File: config.mk
export PLATFORM = sky130hd
export DESIGN_NAME = pcpu_core
export DESIGN_NICKNAME = d
export VERILOG_FILES = /design/src/rtl/pcpu_pkg.sv /design/src/rtl/pcpu_alu.sv /design/src/rtl/pcpu_core.sv
export SDC_FILE = /design/constraint.sdc
export NUM_CORES = 1
export LEC_CHECK = 0
export BUFFER_PORTS_ARGS = -buffer_cell sky130_fd_sc_hd__buf_2
export CAP_MARGIN = 10
export CORE_MARGIN = 2
export CORE_UTILIZATION = 51
export DETAILED_ROUTE_END_ITERATION = 8
export PLACE_DENSITY = 0.76
export SLEW_MARGIN = 20
export SYNTH_ARGS = -nofsm -noshare
export SYNTH_HDL_FRONTEND = slang
export SYNTH_SLANG_ARGS = --single-unit
File: constraint.sdc
create_clock -name clk -period 12.15 [get_ports clk]
set_input_delay 2.43 -clock clk [delete_from_list [all_inputs] [get_ports clk]]
set_output_delay 2.43 -clock clk [all_outputs]
set_load 0.01 [all_outputs]
File: src/rtl/pcpu_pkg.sv
// Shared definitions for the pcpu pipeline: opcodes, register indices, run state
// and the decode predicates used by hazard, forwarding and flag logic.
package pcpu_pkg;

   typedef enum logic [4:0] {
      OP_NOP   = 5'b00000, OP_HALT = 5'b00001, OP_LOAD = 5'b00010, OP_STORE = 5'b00011,
      OP_SLL   = 5'b00100, OP_SLA  = 5'b00101, OP_SRA  = 5'b00110, OP_SRL   = 5'b00111,
      OP_ADD   = 5'b01000, OP_ADDI = 5'b01001, OP_SUB  = 5'b01010, OP_SUBI  = 5'b01011,
      OP_CMP   = 5'b01100, OP_AND  = 5'b01101, OP_OR   = 5'b01110, OP_XOR   = 5'b01111,
      OP_LDIH  = 5'b10000, OP_ADDC = 5'b10001, OP_SUBC = 5'b10010,
      OP_JUMP  = 5'b11000, OP_JMPR = 5'b11001, OP_BZ   = 5'b11010, OP_BNZ   = 5'b11011,
      OP_BN    = 5'b11100, OP_BNN  = 5'b11101, OP_BC   = 5'b11110, OP_BNC   = 5'b11111
   } opcode_e;

   typedef enum logic [2:0] {GR0, GR1, GR2, GR3, GR4, GR5, GR6, GR7} gr_idx_e;

   typedef enum logic {ST_IDLE = 1'b0, ST_EXEC = 1'b1} state_e;

   localparam logic [15:0] NOP_INSTR = 16'h0000;

   // Visible window of a 640x480 frame inside the sync counters
   localparam logic [9:0] H_DISP_START = 10'd144;
   localparam logic [9:0] H_DISP_END   = 10'd784;
   localparam logic [9:0] V_DISP_START = 10'd35;
   localparam logic [9:0] V_DISP_END   = 10'd515;

   function automatic logic writes_r1(input logic [4:0] op);
      case (op)
         OP_LOAD, OP_LDIH, OP_ADD, OP_ADDI, OP_ADDC, OP_SUB, OP_SUBI, OP_SUBC,
         OP_AND, OP_OR, OP_XOR, OP_SLL, OP_SLA, OP_SRA, OP_SRL: return 1'b1;
         default: return 1'b0;
      endcase
   endfunction

   function automatic logic reads_r1(input logic [4:0] op);
      case (op)
         OP_LDIH, OP_ADDI, OP_SUBI, OP_STORE, OP_JMPR,
         OP_BZ, OP_BNZ, OP_BN, OP_BNN, OP_BC, OP_BNC: return 1'b1;
         default: return 1'b0;
      endcase
   endfunction

   function automatic logic reads_r3(input logic [4:0] op);
      case (op)
         OP_ADD, OP_ADDC, OP_SUB, OP_SUBC, OP_CMP, OP_AND, OP_OR, OP_XOR: return 1'b1;
         default: return 1'b0;
      endcase
   endfunction

   function automatic logic reads_r2(input logic [4:0] op);
      case (op)
         OP_LOAD, OP_STORE, OP_SLL, OP_SLA, OP_SRA, OP_SRL: return 1'b1;
         default: return reads_r3(op);
      endcase
   endfunction

   function automatic logic sets_cf(input logic [4:0] op);
      case (op)
         OP_ADD, OP_ADDI, OP_ADDC, OP_SUB, OP_SUBI, OP_SUBC, OP_CMP: return 1'b1;
         default: return 1'b0;
      endcase
   endfunction

   function automatic logic sets_zn(input logic [4:0] op);
      case (op)
         OP_AND, OP_OR, OP_XOR, OP_SLL, OP_SLA, OP_SRA, OP_SRL: return 1'b1;
         default: return sets_cf(op);
      endcase
   endfunction

endpackage

File: src/rtl/pcpu_alu.sv
// Combinational ALU for the EX stage; cf is carry-out for adds and borrow for subtracts.
module pcpu_alu
   import pcpu_pkg::*;
(
   input  logic [4:0]  op,
   input  logic [15:0] a,
   input  logic [15:0] b,
   input  logic        cf_in,
   output logic [15:0] result,
   output logic        zf,
   output logic        nf,
   output logic        cf
);

   logic [16:0] wide;

   always_comb begin
      wide = {1'b0, a} + {1'b0, b};
      case (op)
         OP_ADDC:                 wide = {1'b0, a} + {1'b0, b} + {16'h0000, cf_in};
         OP_SUB, OP_SUBI, OP_CMP: wide = {1'b0, a} - {1'b0, b};
         OP_SUBC:                 wide = {1'b0, a} - {1'b0, b} - {16'h0000, cf_in};
         OP_AND:                  wide = {1'b0, a & b};
         OP_OR:                   wide = {1'b0, a | b};
         OP_XOR:                  wide = {1'b0, a ^ b};
         OP_SLL, OP_SLA:          wide = {1'b0, a << b[3:0]};
         OP_SRL:                  wide = {1'b0, a >> b[3:0]};
         OP_SRA:                  wide = {1'b0, $signed(a) >>> b[3:0]};
         default:                 ;
      endcase
      result = wide[15:0];
      cf     = wide[16];
      zf     = (wide[15:0] == 16'h0000);
      nf     = wide[15];
   end

endmodule

File: src/rtl/pcpu_core.sv
// 5-stage 16-bit pipelined CPU stepped by a synchronised mclk strobe,
// with a free-running VGA sync generator showing flags and run state.
module pcpu_core
   import pcpu_pkg::*;
#(
   parameter int H_TOTAL = 800,
   parameter int H_SYNC  = 96,
   parameter int V_TOTAL = 525,
   parameter int V_SYNC  = 2
) (
   input  logic        clk,
   input  logic        reset,
   input  logic        mclk,
   input  logic        enable,
   input  logic        start,
   input  logic [15:0] i_datain,
   input  logic [15:0] d_datain,
   output logic        d_we,
   output logic [7:0]  d_addr,
   output logic [7:0]  pc,
   output logic [15:0] d_dataout,
   output logic [2:0]  red,
   output logic [2:0]  green,
   output logic [1:0]  blue,
   output logic        hs,
   output logic        vs
);

   localparam logic [9:0] H_LAST = 10'(H_TOTAL - 1);
   localparam logic [9:0] V_LAST = 10'(V_TOTAL - 1);
   localparam logic [9:0] H_SW   = 10'(H_SYNC);
   localparam logic [9:0] V_SW   = 10'(V_SYNC);

   state_e      state_q, state_d;
   logic [2:0]  mclk_sync_q, mclk_sync_d;
   logic [7:0]  pc_q, pc_d;
   logic [15:0] id_ir_q, id_ir_d, ex_ir_q, ex_ir_d, mem_ir_q, mem_ir_d, wb_ir_q, wb_ir_d;
   logic [15:0] reg_A_q, reg_A_d, reg_B_q, reg_B_d, smdr_q, smdr_d, smdr1_q, smdr1_d;
   logic [15:0] reg_C_q, reg_C_d, reg_C1_q, reg_C1_d;
   logic        zf_q, zf_d, nf_q, nf_d, cf_q, cf_d;
   logic [15:0] gr_q [0:7];
   logic [15:0] gr_d [0:7];
   logic [9:0]  h_cnt_q, h_cnt_d, v_cnt_q, v_cnt_d;

   logic [15:0] id_ir, ex_ir, mem_ir, wb_ir, reg_A, reg_B, reg_C, reg_C1, smdr, ALU0;
   logic [15:0] gr [0:7];
   logic        zf, nf, cf, beq;

   logic        mclk_step, load_use, alu_zf, alu_nf, alu_cf, displaying;
   logic [4:0]  id_op, ex_op, mem_op, wb_op;
   logic [2:0]  id_r1, id_r2, id_r3;
   logic [7:0]  id_imm8;
   logic [15:0] src1, src2, src3, a_val, b_val, mem_val;

   assign id_op   = id_ir_q[15:11];
   assign ex_op   = ex_ir_q[15:11];
   assign mem_op  = mem_ir_q[15:11];
   assign wb_op   = wb_ir_q[15:11];
   assign id_r1   = id_ir_q[10:8];
   assign id_r2   = id_ir_q[6:4];
   assign id_r3   = id_ir_q[2:0];
   assign id_imm8 = id_ir_q[7:0];

   assign mclk_step = enable && mclk_sync_q[1] && !mclk_sync_q[2];
   assign mem_val   = (mem_op == OP_LOAD) ? d_datain : reg_C_q;

   pcpu_alu u_alu (
      .op     (ex_op),
      .a      (reg_A_q),
      .b      (reg_B_q),
      .cf_in  (cf_q),
      .result (ALU0),
      .zf     (alu_zf),
      .nf     (alu_nf),
      .cf     (alu_cf)
   );

   // Youngest in-flight producer wins; WB must forward because it writes on the same edge
   function automatic logic [15:0] fwd(input logic [2:0] idx, input logic [15:0] rf_val);
      if (writes_r1(ex_op) && ex_ir_q[10:8] == idx)   return ALU0;
      if (writes_r1(mem_op) && mem_ir_q[10:8] == idx) return mem_val;
      if (writes_r1(wb_op) && wb_ir_q[10:8] == idx)   return reg_C1_q;
      return rf_val;
   endfunction

   always_comb begin
      src1 = fwd(id_r1, gr_q[id_r1]);
      src2 = fwd(id_r2, gr_q[id_r2]);
      src3 = fwd(id_r3, gr_q[id_r3]);
      case (id_op)
         OP_LDIH, OP_ADDI, OP_SUBI, OP_JMPR,
         OP_BZ, OP_BNZ, OP_BN, OP_BNN, OP_BC, OP_BNC: a_val = src1;
         OP_JUMP:                                    a_val = 16'h0000;
         default:                                    a_val = src2;
      endcase
      case (id_op)
         OP_LDIH:                                     b_val = {id_imm8, 8'h00};
         OP_ADDI, OP_SUBI, OP_JUMP, OP_JMPR,
         OP_BZ, OP_BNZ, OP_BN, OP_BNN, OP_BC, OP_BNC: b_val = {8'h00, id_imm8};
         OP_LOAD, OP_STORE, OP_SLL, OP_SLA,
         OP_SRA, OP_SRL:                              b_val = {12'h000, id_ir_q[3:0]};
         default:                                     b_val = src3;
      endcase
      load_use = (ex_op == OP_LOAD) &&
                 ((reads_r1(id_op) && id_r1 == ex_ir_q[10:8]) ||
                  (reads_r2(id_op) && id_r2 == ex_ir_q[10:8]) ||
                  (reads_r3(id_op) && id_r3 == ex_ir_q[10:8]));
      case (ex_op)
         OP_JUMP, OP_JMPR: beq = 1'b1;
         OP_BZ:            beq = zf_q;
         OP_BNZ:           beq = !zf_q;
         OP_BN:            beq = nf_q;
         OP_BNN:           beq = !nf_q;
         OP_BC:            beq = cf_q;
         OP_BNC:           beq = !cf_q;
         default:          beq = 1'b0;
      endcase
   end

   always_comb begin
      state_d     = state_q;
      mclk_sync_d = {mclk_sync_q[1:0], mclk};
      pc_d        = pc_q;
      id_ir_d     = id_ir_q;
      ex_ir_d     = ex_ir_q;
      mem_ir_d    = mem_ir_q;
      wb_ir_d     = wb_ir_q;
      reg_A_d     = reg_A_q;
      reg_B_d     = reg_B_q;
      smdr_d      = smdr_q;
      smdr1_d     = smdr1_q;
      reg_C_d     = reg_C_q;
      reg_C1_d    = reg_C1_q;
      zf_d        = zf_q;
      nf_d        = nf_q;
      cf_d        = cf_q;
      gr_d        = gr_q;
      case (state_q)
         ST_IDLE: if (start && enable) state_d = ST_EXEC;
         ST_EXEC: if (mclk_step && mem_op == OP_HALT) state_d = ST_IDLE;
         default: state_d = ST_IDLE;
      endcase
      if (state_q == ST_EXEC && mclk_step) begin
         if (beq) begin
            pc_d    = ALU0[7:0];
            id_ir_d = NOP_INSTR;
            ex_ir_d = NOP_INSTR;
         end else if (load_use) begin
            ex_ir_d = NOP_INSTR;
         end else begin
            pc_d    = pc_q + 8'd1;
            id_ir_d = i_datain;
            ex_ir_d = id_ir_q;
         end
         reg_A_d  = a_val;
         reg_B_d  = b_val;
         smdr_d   = src1;
         reg_C_d  = ALU0;
         smdr1_d  = smdr_q;
         mem_ir_d = ex_ir_q;
         if (sets_zn(ex_op)) begin
            zf_d = alu_zf;
            nf_d = alu_nf;
         end
         if (sets_cf(ex_op)) cf_d = alu_cf;
         reg_C1_d = mem_val;
         wb_ir_d  = mem_ir_q;
         if (writes_r1(wb_op)) gr_d[wb_ir_q[10:8]] = reg_C1_q;
      end
   end

   always_ff @(posedge clk or posedge reset) begin
      if (reset) begin
         state_q     <= ST_IDLE;
         mclk_sync_q <= '0;
         pc_q        <= '0;
         id_ir_q     <= NOP_INSTR;
         ex_ir_q     <= NOP_INSTR;
         mem_ir_q    <= NOP_INSTR;
         wb_ir_q     <= NOP_INSTR;
         reg_A_q     <= '0;
         reg_B_q     <= '0;
         smdr_q      <= '0;
         smdr1_q     <= '0;
         reg_C_q     <= '0;
         reg_C1_q    <= '0;
         zf_q        <= 1'b0;
         nf_q        <= 1'b0;
         cf_q        <= 1'b0;
         for (int i = 0; i < 8; i++) gr_q[i] <= '0;
      end else begin
         state_q     <= state_d;
         mclk_sync_q <= mclk_sync_d;
         pc_q        <= pc_d;
         id_ir_q     <= id_ir_d;
         ex_ir_q     <= ex_ir_d;
         mem_ir_q    <= mem_ir_d;
         wb_ir_q     <= wb_ir_d;
         reg_A_q     <= reg_A_d;
         reg_B_q     <= reg_B_d;
         smdr_q      <= smdr_d;
         smdr1_q     <= smdr1_d;
         reg_C_q     <= reg_C_d;
         reg_C1_q    <= reg_C1_d;
         zf_q        <= zf_d;
         nf_q        <= nf_d;
         cf_q        <= cf_d;
         for (int i = 0; i < 8; i++) gr_q[i] <= gr_d[i];
      end
   end

   always_comb begin
      h_cnt_d = (h_cnt_q == H_LAST) ? 10'd0 : h_cnt_q + 10'd1;
      v_cnt_d = v_cnt_q;
      if (h_cnt_q == H_LAST) v_cnt_d = (v_cnt_q == V_LAST) ? 10'd0 : v_cnt_q + 10'd1;
   end

   always_ff @(posedge clk or posedge reset) begin
      if (reset) begin
         h_cnt_q <= '0;
         v_cnt_q <= '0;
      end else begin
         h_cnt_q <= h_cnt_d;
         v_cnt_q <= v_cnt_d;
      end
   end

   assign displaying = (h_cnt_q >= H_DISP_START) && (h_cnt_q < H_DISP_END) &&
                       (v_cnt_q >= V_DISP_START) && (v_cnt_q < V_DISP_END);
   assign hs    = (h_cnt_q >= H_SW);
   assign vs    = (v_cnt_q >= V_SW);
   assign red   = displaying ? {zf_q, nf_q, cf_q} : 3'b000;
   assign green = displaying ? {state_q == ST_EXEC, 2'b00} : 3'b000;
   assign blue  = 2'b00;

   assign d_we      = (mem_op == OP_STORE);
   assign d_addr    = reg_C_q[7:0];
   assign d_dataout = smdr1_q;
   assign pc        = pc_q;

   assign id_ir  = id_ir_q;
   assign ex_ir  = ex_ir_q;
   assign mem_ir = mem_ir_q;
   assign wb_ir  = wb_ir_q;
   assign reg_A  = reg_A_q;
   assign reg_B  = reg_B_q;
   assign reg_C  = reg_C_q;
   assign reg_C1 = reg_C1_q;
   assign smdr   = smdr_q;
   assign zf     = zf_q;
   assign nf     = nf_q;
   assign cf     = cf_q;
   assign gr     = gr_q;

endmodule

=== Word level (Yosys, flattened, before mapping) ===
Memories as Yosys holds them, arrays and structs flattened.
Index checks and enable logic that the tools add are counted.

* Register bits after elaboration: 323
* Latch bits: 0
* Memory bits (writable): 0
* Bits in read-only memories: 416
* Bits of input ports: 37
* Output and inout port bits: 43
* Word-level logic and storage cells: 248
* Memories kept: 13

* Add/sub/neg operators: 7
* Multiply operators: 0
* Divide/modulo/power cells: 0
* $lt $le $gt $ge: 11
* Eq/ne operators: 58
* Shift-type cells: 3
* Muxes and demuxes: 81
* Bitwise logic cells: 8
* Reduce and logical (&&, ||, !) cells: 41

{| class="wikitable"
|+ Memory list
! memory !! words !! bits a word !! read ports !! clocked after memory_dff !! wr ports !! RTL line !! RTL
|-
| (name not given) || 32 || 1 || 1 || 0 || 0 || pcpu_pkg.sv:28 || <nowiki>case (op)</nowiki>
|-
| (name not given) || 32 || 1 || 1 || 0 || 0 || pcpu_pkg.sv:28 ||
|-
| (name not given) || 32 || 1 || 1 || 0 || 0 || pcpu_pkg.sv:28 ||
|-
| (name not given) || 32 || 1 || 1 || 0 || 0 || pcpu_pkg.sv:28 ||
|-
| (name not given) || 32 || 1 || 1 || 0 || 0 || pcpu_pkg.sv:28 ||
|-
| (name not given) || 32 || 1 || 1 || 0 || 0 || pcpu_pkg.sv:28 ||
|-
| +7 memories || n/a || n/a || n/a || n/a || n/a || n/a ||
|}

{| class="wikitable"
|+ Operators with widths
! operator !! count
|-
| 2-to-1 mux 16 bit || 30
|-
| one-hot mux 17 bit (9 select lines) || 1
|-
| binary-select mux 16 bit (select 3 bit) || 3
|-
| bitwise mux 128 bit || 1
|-
| == test 5 bit, second input constant || 19
|-
| == test 5 x 4 -> 1 bit, second input constant || 10
|-
| demux 16 bit (select 3 bit) || 1
|-
| one-hot mux 16 bit (3 select lines) || 1
|-
| == test 5 x 3 -> 1 bit, second input constant || 8
|-
| == test 3 bit || 12
|-
| 2-to-1 mux 1 bit || 35
|-
| one-hot mux 16 bit (2 select lines) || 1
|-
| == test 5 x 2 -> 1 bit, second input constant || 5
|-
| logical AND 1 bit || 22
|-
| adder 10 x 1 -> 10 bit, second input constant || 2
|-
| == test 10 bit, second input constant || 2
|-
| less-than comparator 10 bit, second input constant || 2
|-
| 2-to-1 mux 10 bit || 2
|-
| OR reduction 10 bit || 2
|-
| adder 16 x 16 -> 17 bit || 1
|-
| adder 17 x 1 -> 17 bit || 1
|-
| subtractor 16 x 16 -> 17 bit || 1
|-
| subtractor 17 x 1 -> 17 bit || 1
|-
| bitwise AND 16 bit || 1
|-
| other kinds (28) || 45
|}

=== Longest topological paths before layout ===
* Word-level depth: 17
* Mapped depth: 17
* Mapped depth without buffers: 15

=== By module ===
From an unflattened synthesis, not the netlist that was laid out.

* Cell total of the unflattened synthesis: 2400
* Area, all modules: 23114.7 um2

{| class="wikitable"
|+ Modules (own cells, without submodules)
! module !! times used !! cells an instance !! area each (um2) !! seq. area each (um2)
|-
| pcpu_core || 1 || 1584 || 17385.4 || 7482.2
|-
| pcpu_alu || 1 || 816 || 5729.2 || 0.0
|}

=== Worst setup path after synthesis ===
No wires, ideal clock.

* Path kind: in2reg
* Start point: in enable
* End point: reg gr_q, in the netlist gr[112]
* Library setup time: 0.125 ns
* Data arrival time: 4.456 ns
* Required time: 12.025 ns
* Path slack: 7.569 ns
* Stages on the path: 6
* Buffers on the path: 2
* Cell sequence: nand4b_1 > or3_1 > clkbuf_1 > nor3_1 > clkbuf_1 > mux2_2

* Cells in the longest elaborated chain, start to end: 4

{| class="wikitable"
|+ Ends and longest elaborated chain
! item !! RTL line !! RTL
|-
| from (decl) || pcpu_core.sv:14 || <nowiki>input logic enable,</nowiki>
|-
| logical AND 1 bit (2 in series) || pcpu_core.sv:64 || <nowiki>assign mclk_step = enable && mclk_sync_q[1] && !mclk_sync_q[2];</nowiki>
|-
| logical AND 1 bit || pcpu_core.sv:143 || <nowiki>if (state_q == ST_EXEC && mclk_step) begin</nowiki>
|-
| AND reduction 2 bit (no source line) || n/a ||
|-
| to (decl) || pcpu_core.sv:41 || <nowiki>logic [15:0] gr_q [0:7];</nowiki>
|}

Every way passes these cells.
A chain may end at the register's enable or synchronous reset.

=== Worst setup path in the final report ===
* Start point: reg reg_B_q[2], in the netlist reg_B[2]
* End point: reg zf_q, in the netlist zf

* Cells in the longest elaborated chain, start to end: 4
* Elaborated cells on any way between the ends: 12
* Classes of those cells: add/sub (4); shift (3); mux (1); bitwise (3); reduce/logical (1)

{| class="wikitable"
|+ Ends and longest elaborated chain
! item !! RTL line !! RTL
|-
| from (decl) || pcpu_core.sv:38 || <nowiki>logic [15:0] reg_A_q, reg_A_d, reg_B_q, reg_B_d, smdr_q, smdr_d, smdr1_q, smdr1_d;</nowiki>
|-
| from (signal assigned) || pcpu_core.sv:200 || <nowiki>reg_B_q <= reg_B_d;</nowiki>
|-
| subtractor 16 x 16 -> 17 bit or adder 16 x 16 -> 17 bit (tied branches) || n/a ||
|-
| subtractor 17 x 1 -> 17 bit or adder 17 x 1 -> 17 bit (tied branches) || pcpu_alu.sv:22, pcpu_alu.sv:20 ||
|-
| one-hot mux 17 bit (9 select lines) (*) || pcpu_alu.sv:19 || <nowiki>case (op)</nowiki>
|-
| logical NOT 16 bit (*) || pcpu_alu.sv:33 || <nowiki>zf = (wide[15:0] == 16'h0000);</nowiki>
|-
| to (signal assigned) || pcpu_core.sv:205 || <nowiki>zf_q <= zf_d;</nowiki>
|-
| to (decl) || pcpu_core.sv:40 || <nowiki>logic zf_q, zf_d, nf_q, nf_d, cf_q, cf_d;</nowiki>
|}

Every way passes the cells marked *; elsewhere a longest branch is shown, timed or not.

==> results.toml <==
[worst_hold_path]
hold_path_depth = 0
hp-start = "mclk_sync_q[0]$_DFF_PP0_"
worstHoldEndpoint = "mclk_sync_q[1]$_DFF_PP0_"
worst_hold_path_type = "flip-flop to flip-flop"

[floorplan]
core_mm2 = 0.0431
start_util = 0.516
die_area_mm2 = 0.0453
die_h_um = 213
io_pins = 80
rows = 76
die_w_um = 213

[cells_and_area]
nFillCells = 3663
layout-drive-gt1-share = 0.204
syn_to_final_growth_pct = 7.86
antennaDiodeCount = 0
layout.nets = 2384
stdcell_area_mm2 = 0.0240
layout_common_cells = "nand2_1, dfrtp_1, o21ai_0"
final_common_cell = "nand2_1"
multi_input_area_mm2 = 0.0137
layout.area.seq_mm2 = 0.00749

[critical_path]
crit_fanout = 37
crit_chain = "buf_4 > clkinv_1 > ha_1 > a21o_1 > a221oi_1 > xor2_1 > nor4b_1 > and3_1 > a21oi_1 > o221a_2 > or3_1 > o31ai_2"
r2r-end = "zf$_DFFE_PP0P_"
worst-r2r-cell-count = 12
critPathCaptureType = "flip-flop"
cp.required_ns = 12.63
r2r_start = "reg_B[2]$_DFFE_PP0P_"
max_stage_delay_ns = 0.76
path_buf_inv = 2
worstPathArrival_ns = 6.03
cp-start-kind = "flip-flop"
crit_type = "flip-flop to flip-flop"
cp_top_family = "compound AO/OA/AOI/OAI gates"
cp_slowest_cell = "nor4b_1"
rrSetupSlack_ns = 6.60

[sta]
fin_skew_ns = 0.0263
hold_viol = 0
post-route-min-period_ns = 5.55
slew_viol_final = 0
fmax_mhz = 180
layout_setup_ws_ns = 6.60
tightest_slew_ns = 1.08
period_share = 0.457
fin_tns_setup_ns = 0
rsz0062_at_grt = "false"
setup_viol = 0
slew_headroom = 0.280

[synthesis]
yosysTopAreaCell = "dfrtp_1"
yosysSeqAreaShare = 0.337
yosys-top-cells-area = "dfrtp_1, mux4_2, mux2_2"
synth.distinct_cells = 91
synthCells = 2330
synth_edf_count = 0
async_flop_share = 1.00
synth_area_per_cell_um2 = 9.54
ys_ff_latch = 299
synth_area_mm2 = 0.0222
synth_flop_cell = "dfrtp_1"
yosysTopAreaCellShare = 0.337
yosys_warnings = 0

[cts]
ctsHoldBuffers = 0
clk_root_buffer_cell = "clkbuf_16"
postCtsSetupBuffers = 0
clock_path_buffers = 3
clk_pin_slew_worst_paths_ns = 0.07
clkLatencyLatePin_ns = 0.60
cts_tree = "done"
cts_made_buffers = 31
cts-resized-gates = 0
h-tree-depth = 1
clock_sinks = 299

[drt]
routed_wl_mm = 69.7
ant_nets = 0
route.vias.total = 19200
drt_first_pass_iters = 6
vias_per_cell = 6.65
wl_per_cell_um = 24.1
drcViolationCount = 0
drtIter0Drc = 2284

[global_routing]
gr-usage-met3 = 0.0353
grt_pass1_wl_mm = 109
grt_max_degree = 173
grt.busiest_layer = "met2"
overflow = 0
grt_usage = 0.309
grt_pass1_vias = 18500
grt_use_met1 = 0.426
grtUsageMet2 = 0.482
antenna_found_initial = 0

[placed_design]
hpwl_mm = 49.5
place.gp.congestion = 1.00
place_area_mm2 = 0.0229
place_ws_ns = 6.84
port_buffers = 75

[outcome]
status = "complete, no violations"

[power]
power.leakage_nw = 10.8
p_per_area_mw_per_mm2 = 286
max-vdd-ir-drop_mv = 0.160

[job]
maxCapViolCount = 0
-- per-stage QoR --
step                       util  hold WS (ns)  cells  total power [mW]
after floorplan               -         0.331   2333              4.55
after global placement    0.533         0.335   2834              5.67
after detailed placement  0.533         0.353   2834              5.76
after CTS                 0.556         0.367   2892              6.74
after global routing      0.557         0.381   2892              7.26
final                     0.557         0.371   2892              6.87
-- metal layers --
layer,part of all wire,up-vias,routed length [um]
met5,0,-,0
met4,0.058,0,4010
met3,0.081,213,5640
met2,0.46,1031,31900
met1,0.40,9493,28200
li1,-,8494,-
-- worst max path at each step --
stage	startpoint	endpoint	depth (start not counted)
4_1_cts	reg_B[2]$_DFFE_PP0P_	zf$_DFFE_PP0P_	12
6_report	reg_B[2]$_DFFE_PP0P_	zf$_DFFE_PP0P_	12
3_5_place_dp	reg_B[2]$_DFFE_PP0P_	zf$_DFFE_PP0P_	12
5_1_grt	reg_B[2]$_DFFE_PP0P_	zf$_DFFE_PP0P_	12
2_1_floorplan	reset	cf$_DFFE_PP0P_	1
3_3_place_gp	reg_B[2]$_DFFE_PP0P_	zf$_DFFE_PP0P_	12
-- kinds of logic (layout without fill, tap and decap cells) --
kind of cell	Yosys count	count (layout)	synth area share
buf+inv	270	244	0.0485
compound gates	572	572	0.172
xor+xnor	74	74	0.0292
other cells	1	4	0.000169
flops	299	299	0.337
mux	354	354	0.231
fa+ha+maj	65	65	0.0373
simple gates	695	695	0.145
-- synth_stat cells, types with 6 or more instances --
master	instances
nand2_1	315
dfrtp_1	299
clkbuf_1	162
o21ai_0	158
nor2_1	145
mux2_2	141
mux4_2	113
mux2i_1	100
a21oi_1	99
o211ai_1	83
ha_1	63
inv_1	58
xor2_1	43
nor3_1	34
nand3_1	31
xnor2_1	31
buf_1	24
a211oi_1	22
nand2b_1	21
a221oi_1	20
a31oi_1	19
and2_1	18
nand4_1	17
a22oi_1	16
and3_1	16
nor2b_1	16
o221ai_1	14
a21o_1	12
a22o_1	12
buf_4	12
a2111oi_0	11
a211o_1	11
or2_2	11
buf_2	10
nor4_1	10
or4_1	9
nor3b_1	8
o22ai_1	8
o31ai_1	8
o21a_1	7
or3_1	7
o2111ai_1	6
or2_1	6
-- power breakdown --
group	internal [mW]	leakage, nW	switching (mW)
Sequential	1.27	3.95	0.479
Clock	0.544	0.505	0.420
Combinational	1.58	6.35	2.58
Total	3.39	10.8	3.48
-- final cells by class --
type	count	share of cell area
multi-input combinational	1764	0.573
sequential	299	0.312
clock buffer	46	0.0380
timing repair buffer	125	0.0318
tap	585	0.0305
inverter	61	0.00986
clock inverter	12	0.00485
-- state kept, by name, summed over array words and instances (netlist names), 10 cells and up --
register / cells
gr: 128
d_dataout: 16
id_ir: 16
reg_A: 16
reg_B: 16
reg_C1: 16
reg_C: 16
smdr: 16
h_cnt_q: 10
v_cnt_q: 10
-- worst reg2reg max path: stages, from the launching register on --
cell and delay, ns:
dfrtp_1 0.33, buf_4 0.35, clkinv_1 0.62, ha_1 0.72
a21o_1 0.29, a221oi_1 0.73, xor2_1 0.29, nor4b_1 0.76
and3_1 0.35, a21oi_1 0.09, o221a_2 0.30, or3_1 0.40
o31ai_2 0.19
(Power assumes the default switching activity.)
